**config.mk**
```make
export PLATFORM = sky130hd
export DESIGN_NAME = addsub_acc_ctrl_flat
export DESIGN_NICKNAME = d
export VERILOG_FILES = /design/src/rtl/addsub_acc_ctrl_if.sv /design/src/rtl/addsub_acc_ctrl.sv /design/src/flat_wrapper.sv
export SDC_FILE = /design/constraint.sdc
export NUM_CORES = 1
export LEC_CHECK = 0
export BUFFER_PORTS_ARGS = -buffer_cell sky130_fd_sc_hd__buf_4
export CORE_MARGIN = 8
export CORE_UTILIZATION = 45
export CTS_CLUSTER_DIAMETER = 60
export DETAILED_ROUTE_END_ITERATION = 7
export PLACE_DENSITY = 0.84
export REMOVE_ABC_BUFFERS = 1
export SETUP_SLACK_MARGIN = 0.4
export SLEW_MARGIN = 5
export SYNTH_ARGS = -nofsm -noshare
export SYNTH_HDL_FRONTEND = slang
export SYNTH_SLANG_ARGS = --single-unit
```
**constraint.sdc**
```tcl
create_clock -name clk -period 1.8 [get_ports clk]
set_input_delay 0.18 -clock clk [delete_from_list [all_inputs] [get_ports clk]]
set_output_delay 0.18 -clock clk [all_outputs]
set_load 0.02 [all_outputs]
```
**src/rtl/addsub_acc_ctrl_if.sv**
```systemverilog
// Request, result and add/sub-unit signals for the accumulator controller.
// The controller connects through the slave modport; its environment through master.
interface addsub_acc_ctrl_if #(
   parameter int WIDTH = 4
);
   logic             in_valid;
   logic             in_ready;
   logic [1:0]       in_op;
   logic [WIDTH-1:0] in_data;

   logic [WIDTH-1:0] add_a;
   logic [WIDTH-1:0] add_b;
   logic             add_cin;
   logic             add_sop;
   logic [WIDTH-1:0] add_s;
   logic             add_cout;

   logic             out_valid;
   logic             out_ready;
   logic [WIDTH-1:0] out_acc;
   logic             out_c;
   logic             out_v;
   logic             out_z;
   logic             out_n;
   logic             busy;

   modport slave (
      input  in_valid, in_op, in_data, add_s, add_cout, out_ready,
      output in_ready, add_a, add_b, add_cin, add_sop,
             out_valid, out_acc, out_c, out_v, out_z, out_n, busy
   );

   modport master (
      output in_valid, in_op, in_data, add_s, add_cout, out_ready,
      input  in_ready, add_a, add_b, add_cin, add_sop,
             out_valid, out_acc, out_c, out_v, out_z, out_n, busy
   );
endinterface

```
**src/rtl/addsub_acc_ctrl.sv**
```systemverilog
// Sequencer and accumulator around a combinational ripple add/sub unit:
// accepts LOAD/ADD/SUB/CLR, holds operands for SETTLE cycles, captures S/Cout with flags.
module addsub_acc_ctrl #(
   parameter int WIDTH  = 4,
   parameter int SETTLE = 2
) (
   input logic               clk,
   input logic               rst,
   addsub_acc_ctrl_if.slave  bus
);
   typedef enum logic [1:0] {
      OP_LOAD = 2'b00,
      OP_ADD  = 2'b01,
      OP_SUB  = 2'b10,
      OP_CLR  = 2'b11
   } op_e;

   typedef enum logic [1:0] {
      S_IDLE,
      S_DRIVE,
      S_HOLD
   } state_e;

   localparam int             MSB      = WIDTH - 1;
   localparam int             CW       = (SETTLE > 1) ? $clog2(SETTLE) : 1;
   localparam logic [CW-1:0]  CNT_LAST = CW'(SETTLE - 1);

   state_e           state_q, state_d;
   op_e              op_q, op_d;
   logic [WIDTH-1:0] b_q, b_d;
   logic [WIDTH-1:0] acc_q, acc_d;
   logic [CW-1:0]    cnt_q, cnt_d;
   logic             c_q, c_d, v_q, v_d, z_q, z_d, n_q, n_d;
   logic             acc_we;
   logic             is_sub;
   logic             v_add, v_sub;

   // Overflow is judged against the accumulator value the unit saw as operand a.
   assign is_sub = (op_q == OP_SUB);
   assign v_add  = (acc_q[MSB] == b_q[MSB]) && (bus.add_s[MSB] != acc_q[MSB]);
   assign v_sub  = (acc_q[MSB] != b_q[MSB]) && (bus.add_s[MSB] != acc_q[MSB]);

   // NOTE: sequential state uses non-blocking assignments so every register samples pre-edge values.
   always_ff @(posedge clk) begin
      if (rst) begin
         state_q <= S_IDLE;
         op_q    <= OP_LOAD;
         b_q     <= '0;
         acc_q   <= '0;
         cnt_q   <= '0;
         c_q     <= 1'b0;
         v_q     <= 1'b0;
         z_q     <= 1'b0;
         n_q     <= 1'b0;
      end else begin
         state_q <= state_d;
         op_q    <= op_d;
         b_q     <= b_d;
         acc_q   <= acc_d;
         cnt_q   <= cnt_d;
         c_q     <= c_d;
         v_q     <= v_d;
         z_q     <= z_d;
         n_q     <= n_d;
      end
   end

   // NOTE: every always_comb output gets a default first, so no path can infer a latch.
   always_comb begin
      state_d = state_q;
      op_d    = op_q;
      b_d     = b_q;
      acc_d   = acc_q;
      cnt_d   = cnt_q;
      c_d     = c_q;
      v_d     = v_q;
      z_d     = z_q;
      n_d     = n_q;
      acc_we  = 1'b0;

      case (state_q)
         S_IDLE: begin
            if (bus.in_valid) begin
               op_d  = op_e'(bus.in_op);
               b_d   = bus.in_data;
               cnt_d = '0;
               case (op_e'(bus.in_op))
                  OP_LOAD: begin
                     acc_d   = bus.in_data;
                     c_d     = 1'b0;
                     v_d     = 1'b0;
                     acc_we  = 1'b1;
                     state_d = S_HOLD;
                  end
                  OP_CLR: begin
                     acc_d   = '0;
                     c_d     = 1'b0;
                     v_d     = 1'b0;
                     acc_we  = 1'b1;
                     state_d = S_HOLD;
                  end
                  default: state_d = S_DRIVE;
               endcase
            end
         end

         S_DRIVE: begin
            // The unit output is trusted only once operands have been stable for SETTLE cycles.
            if (cnt_q == CNT_LAST) begin
               acc_d   = bus.add_s;
               c_d     = bus.add_cout;
               v_d     = is_sub ? v_sub : v_add;
               acc_we  = 1'b1;
               state_d = S_HOLD;
            end else begin
               cnt_d = cnt_q + 1'b1;
            end
         end

         S_HOLD: begin
            if (bus.out_ready) state_d = S_IDLE;
         end

         default: state_d = S_IDLE;
      endcase

      if (acc_we) begin
         z_d = (acc_d == '0);
         n_d = acc_d[MSB];
      end
   end

   assign bus.in_ready  = (state_q == S_IDLE);
   assign bus.busy      = (state_q != S_IDLE);
   assign bus.out_valid = (state_q == S_HOLD);
   assign bus.add_a     = acc_q;
   assign bus.add_b     = b_q;
   assign bus.add_cin   = is_sub;
   assign bus.add_sop   = is_sub;
   assign bus.out_acc   = acc_q;
   assign bus.out_c     = c_q;
   assign bus.out_v     = v_q;
   assign bus.out_z     = z_q;
   assign bus.out_n     = n_q;
endmodule

```
**src/flat_wrapper.sv**
```systemverilog
// flat-port wrapper written by rule: the top's interface ports become plain ports
module addsub_acc_ctrl_flat 
#(
   parameter int WIDTH  = 4,
   parameter int SETTLE = 2
)
  (clk, rst, bus_in_valid, bus_in_op, bus_in_data, bus_add_s, bus_add_cout, bus_out_ready, bus_in_ready, bus_add_a, bus_add_b, bus_add_cin, bus_add_sop, bus_out_valid, bus_out_acc, bus_out_c, bus_out_v, bus_out_z, bus_out_n, bus_busy);
  addsub_acc_ctrl_if #(.WIDTH(WIDTH)) bus_i ();
  input logic clk;
  input logic rst;
  input wire logic [$bits(bus_i.in_valid)-1:0] bus_in_valid;
  input wire logic [$bits(bus_i.in_op)-1:0] bus_in_op;
  input wire logic [$bits(bus_i.in_data)-1:0] bus_in_data;
  input wire logic [$bits(bus_i.add_s)-1:0] bus_add_s;
  input wire logic [$bits(bus_i.add_cout)-1:0] bus_add_cout;
  input wire logic [$bits(bus_i.out_ready)-1:0] bus_out_ready;
  output wire logic [$bits(bus_i.in_ready)-1:0] bus_in_ready;
  output wire logic [$bits(bus_i.add_a)-1:0] bus_add_a;
  output wire logic [$bits(bus_i.add_b)-1:0] bus_add_b;
  output wire logic [$bits(bus_i.add_cin)-1:0] bus_add_cin;
  output wire logic [$bits(bus_i.add_sop)-1:0] bus_add_sop;
  output wire logic [$bits(bus_i.out_valid)-1:0] bus_out_valid;
  output wire logic [$bits(bus_i.out_acc)-1:0] bus_out_acc;
  output wire logic [$bits(bus_i.out_c)-1:0] bus_out_c;
  output wire logic [$bits(bus_i.out_v)-1:0] bus_out_v;
  output wire logic [$bits(bus_i.out_z)-1:0] bus_out_z;
  output wire logic [$bits(bus_i.out_n)-1:0] bus_out_n;
  output wire logic [$bits(bus_i.busy)-1:0] bus_busy;
  assign bus_i.in_valid = bus_in_valid;
  assign bus_i.in_op = bus_in_op;
  assign bus_i.in_data = bus_in_data;
  assign bus_i.add_s = bus_add_s;
  assign bus_i.add_cout = bus_add_cout;
  assign bus_i.out_ready = bus_out_ready;
  assign bus_in_ready = bus_i.in_ready;
  assign bus_add_a = bus_i.add_a;
  assign bus_add_b = bus_i.add_b;
  assign bus_add_cin = bus_i.add_cin;
  assign bus_add_sop = bus_i.add_sop;
  assign bus_out_valid = bus_i.out_valid;
  assign bus_out_acc = bus_i.out_acc;
  assign bus_out_c = bus_i.out_c;
  assign bus_out_v = bus_i.out_v;
  assign bus_out_z = bus_i.out_z;
  assign bus_out_n = bus_i.out_n;
  assign bus_busy = bus_i.busy;
  addsub_acc_ctrl #(.WIDTH(WIDTH), .SETTLE(SETTLE)) u_core (.clk(clk), .rst(rst), .bus(bus_i));
endmodule
```
# After elaboration in Yosys (flattened, before gate mapping)
# Cells that the tools add are included.
[op_classes]
eq_ne = 11
addsub = 1
reduce_logical = 12
mux = 23
[op_table]
columns = ["op", "n"]
rows = [
  ["4-bit one-hot mux with 2 select lines", 2],
  ["1-bit two-way mux", 10],
  ["2-bit two-way mux", 4],
  ["4-bit two-way mux", 2],
  ["1-bit one-hot mux with 2 select lines", 4],
  ["2-bit equality test, second input constant", 3],
  ["2-bit inequality test, second input constant", 3],
  ["2-bit one-hot mux with 3 select lines", 1],
  ["2-bit logical NOT", 2],
  ["4-bit logical NOT", 1],
  ["2-bit AND reduction", 2],
  ["4-bit AND reduction", 1],
  ["2-bit nonzero test", 2],
  ["3-bit AND reduction", 1],
  ["2-bit by 1-bit equality test with 1-bit output, second input constant", 1],
  ["1-bit logical AND", 2],
  ["1-bit inequality test", 2],
  ["2-bit by 1-bit inequality test with 1-bit output, second input constant", 1],
  ["2-bit OR reduction", 1],
  ["1-bit adder, second input constant", 1],
  ["1-bit equality test", 1],
]
[totals]
ff_bits = 17
inputBits = 15
output_inout_bits = 21

# Longest topological paths before layout
[logic_depth]
depth_word = 5
mapped_depth = 7
depth_no_buf = 6

# Worst setup path before layout
# No wires, ideal clock.
[synth_timing]
path_type = "input -> register"
start = "input bus_in_op[0]"
end = "register u_core.acc_q[0], in the netlist u_core.bus.add_a[0]"
cell_stages = 7
path_buffers = 1
t_arrival_ps = 1534
slack_ps = 139
t_required_ps = 1672
path_cell_list = "inv_1 > ha_1 > or3b_1 > a21o_1 > buf_6 > a222oi_1 > nor2_1"
[synth_between]
elab_chain_cells = 4
elab_cells_between_ends = 5
[synth_lines]
columns = ["element", "line", "text"]
rows = [
  ["start: declaration", "flat_wrapper.sv:12", "input wire logic [$bits(bus_i.in_op)-1:0] bus_in_op;"],
  ["2-bit equality test or 2-bit logical NOT (tied branches)", "addsub_acc_ctrl.sv:87", "case (op_e'(bus.in_op))"],
  ["4-bit one-hot mux with 2 select lines *", "addsub_acc_ctrl.sv:87", ""],
  ["4-bit two-way mux *", "addsub_acc_ctrl.sv:83", "if (bus.in_valid) begin"],
  ["4-bit one-hot mux with 2 select lines *", "addsub_acc_ctrl.sv:81", "case (state_q)"],
  ["end signal: assignment", "addsub_acc_ctrl.sv:49", "acc_q <= '0;"],
  ["end signal: assignment", "addsub_acc_ctrl.sv:59", "acc_q <= acc_d;"],
  ["end: declaration", "addsub_acc_ctrl.sv:31", "logic [WIDTH-1:0] acc_q, acc_d;"],
]
# Every way passes the cells marked *; elsewhere a longest branch is shown, timed or not.
# A chain may end at the register's enable or synchronous reset.

# Worst setup path after layout
[layout_timing]
start = "input bus_in_op[1]"
end = "register u_core.acc_q[1], in the netlist u_core.bus.add_a[1]"
# Same word-level chain as after synthesis.

==> summary.txt <==
Outcome
  – Status: completed

Floorplan
  – CORE AREA: between 0.0015 and 0.002 mm²
  – Die Ht: a little under 60 µm
  – Die footprint: roughly 0.0034 mm²
  – # IOs: 36
  – Initial core utilization: 47.0%
  – Core Rows: 15
  – Die X: approximately 58 µm

Timing
  – Slew @ Worst Pin: between 0.3 and 0.4 ns
  – Final min period: around 1.5 ns
  – Final setup fails: 0
  – Endpoints failing hold: 0
  – Total Negative Setup Slacks: 0 ns
  – Crit share post-route: between 80% and 90%
  – RSZ-0062 raised after global routing: true
  – Final hold slack: 0.131 ns
  – Rel. slew slack: between 70% and 80%
  – Max Slew Vio Count: 0
  – Upper clock frequency limit: slightly below 700 MHz
  – Final worst clock skew: about 0.0010 ns

Cells and area
  – Final #Nets: about 130
  – Most frequent cells in the layout: buf_4, dfxtp_1, nor2_1
  – Fill count: 149
  – Syn-to-layout area delta: 35.9%
  – Layout cell share with drive strength beyond 1: 42.7%
  – Fin util: between 60% and 70%
  – Most common cell after layout, fill and taps aside: buf_4
  – Diode count: 0

Global route
  – GRT overflow: 0
  – First-pass GRT wire length: 3330 µm
  – Vias in the first global route: 745
  – Largest net degree at the start of global routing: 20
  – Initial antenna violation count: 0
  – Total GRT Usage: between 10% and 20%

Logic synthesis
  – Syn_area_per_cell: slightly above 9 µm²
  – Synth Register Bits: 17
  – Asr flop ratio synth: 0%
  – Number of distinct library cells after synthesis: 32
  – Post-synth EDFFs: 0
  – Synth warnings: 0
  – Post-synth top area cell: dfxtp_1
  – Ys flop type: dfxtp_1
  – Synth top area share: 42.8%
  – Synth top area cells: dfxtp_1, mux2i_1, nor2_1, buf_4, a222oi_1
  – Register area share after synthesis: a little over two fifths
  – Post-Syn Area: approximately 800 µm²
  – Mapped Cells: 85

CTS
  – Max clock buf depth: 2
  – H-tree levels: 1
  – Clock sinks: 17
  – CTS Buf Count: 3
  – Clk Latency, worst-skew pair: roughly 0.29 ns
  – Reg clk slew, reported paths: around 0.090 ns
  – TritonCTS clock tree: done
  – Root buffer cell: clkbuf_4

Drt
  – DRT iter0 DRCs: 24
  – DR pass1 iterations: 4
  – ANT nets after route: 0
  – Routed vias: about 740
  – Routed wire length: 2040 µm
  – Remaining DRCs: 0
  – Vias/cell: roughly 5.5
  – WL per Instance: around 15 µm

Place
  – Hpwl dp: ~1600 µm
  – PortBufs: 35
  – GP Congestion: 0.826

Power
  – Max IR drop VDD: approximately 600 µV
  – Pwr dens: 778 mW/mm²
  – PnR Total Power: roughly 0.84 mW
  – Leakage: roughly 0.5 nW

Setup path
  – FF-to-FF path depth: 4
  – Critical path peak fanout: 5
  – Data arrival, critical path: 1.64 ns
  – Crit path launch type: primary input
  – Setup crit end kind: flop
  – Worst path required time: ~2 ns
  – CP Class: primary input to flop

Worst hold path
  – Hold Path Class: primary input to flop
  – Worst Hold Depth: 3

Flow run
  – Max_cap viols: 0
synth_stat cells (2+ instances only):
cell / instances
a21oi_1: 4
a222oi_1: 3
a22oi_1: 2
buf_2: 2
buf_4: 5
dfxtp_1: 17
inv_1: 4
mux2i_1: 7
nand2_1: 4
nand3b_1: 2
nor2_1: 11
nor2b_1: 3
o41ai_1: 2
metrics by stage:
step	std cells	setup WS [ns]	instance area (µm²)
2_1_floorplan	75	-0.0142	728
3_3_place_gp	129	0.0762	1030
3_5_place_dp	129	0.0322	1030
4_1_cts	134	0.344	1070
5_1_grt	134	0.303	1080
6_report	134	0.341	1080
cells by family after synthesis:
kind of cell	count (synthesis)	share of synthesized area, %
AND/OR/NAND/NOR	29	19.7
AO/OA/AOI/OAI	15	14.3
XOR/XNOR	1	1.10
adder cells (fa/ha/maj)	1	1.57
multiplexers	8	10.2
buffers and inverters	14	10.2
flip-flops	17	42.8
registers in the layout (all words and copies together), names as in the netlist:
| name | flops |
|---|---|
| u_core.bus.add_a | 4 |
| u_core.bus.add_b | 4 |
| u_core.op_q | 2 |
| u_core.state_q | 2 |
| u_core.bus.out_c | 1 |
| u_core.bus.out_n | 1 |
| u_core.bus.out_v | 1 |
| u_core.bus.out_z | 1 |
| u_core.cnt_q | 1 |
layer usage:
metal  wire, µm  vias to the layer above  global-route usage, %
met5          0                        -                      0
met4         65                        0                   8.04
met3        164                        8                   6.62
met2       1000                       29                   20.9
met1        806                      343                   12.3
li1           -                      359                      -
worst max-delay path, stage by stage:
cell	delay, ns
buf_4	0.09
inv_2	0.03
ha_1	0.30
or3b_4	0.40
a21o_1	0.22
a222oi_1	0.33
nor2_1	0.08
worst paths after layout:
kind	endpoint	start	slack (ns)
hold reg to reg	u_core.bus.out_n$_SDFFE_PP0P_	u_core.bus.out_n$_SDFFE_PP0P_	0.47
setup reg to reg	u_core.bus.add_a[1]$_SDFF_PP0_	u_core.state_q[0]$_SDFFE_PP0P_	0.34
hold / removal	u_core.bus.out_c$_SDFFE_PP0P_	bus_add_cout	0.13
setup / recovery	u_core.bus.add_a[1]$_SDFF_PP0_	bus_in_op[1]	0.34
power by group:
part | internal [mW] | switching (mW)
registers | 0.399 | 0.0174
logic | 0.114 | 0.110
clock network | 0.0861 | 0.115
layout make-up:
class                      count  area, µm²  area share (%)
clock buffer                   4       26.3            2.43
inverter                       4       15.0            1.39
multi-input combinational     54        379            35.1
sequential                    17        345            32.0
tap                           17       21.3            1.97
timing repair buffer          38        293            27.1
repair_timing:
action	in CTS	in global routing
resized for setup	7	3
setup endpoints to repair	8	8
buffers inserted	1	0
hold buffers	0	0
pin swaps	7	0
No activity file was read; power rests on OpenSTA's default activity.
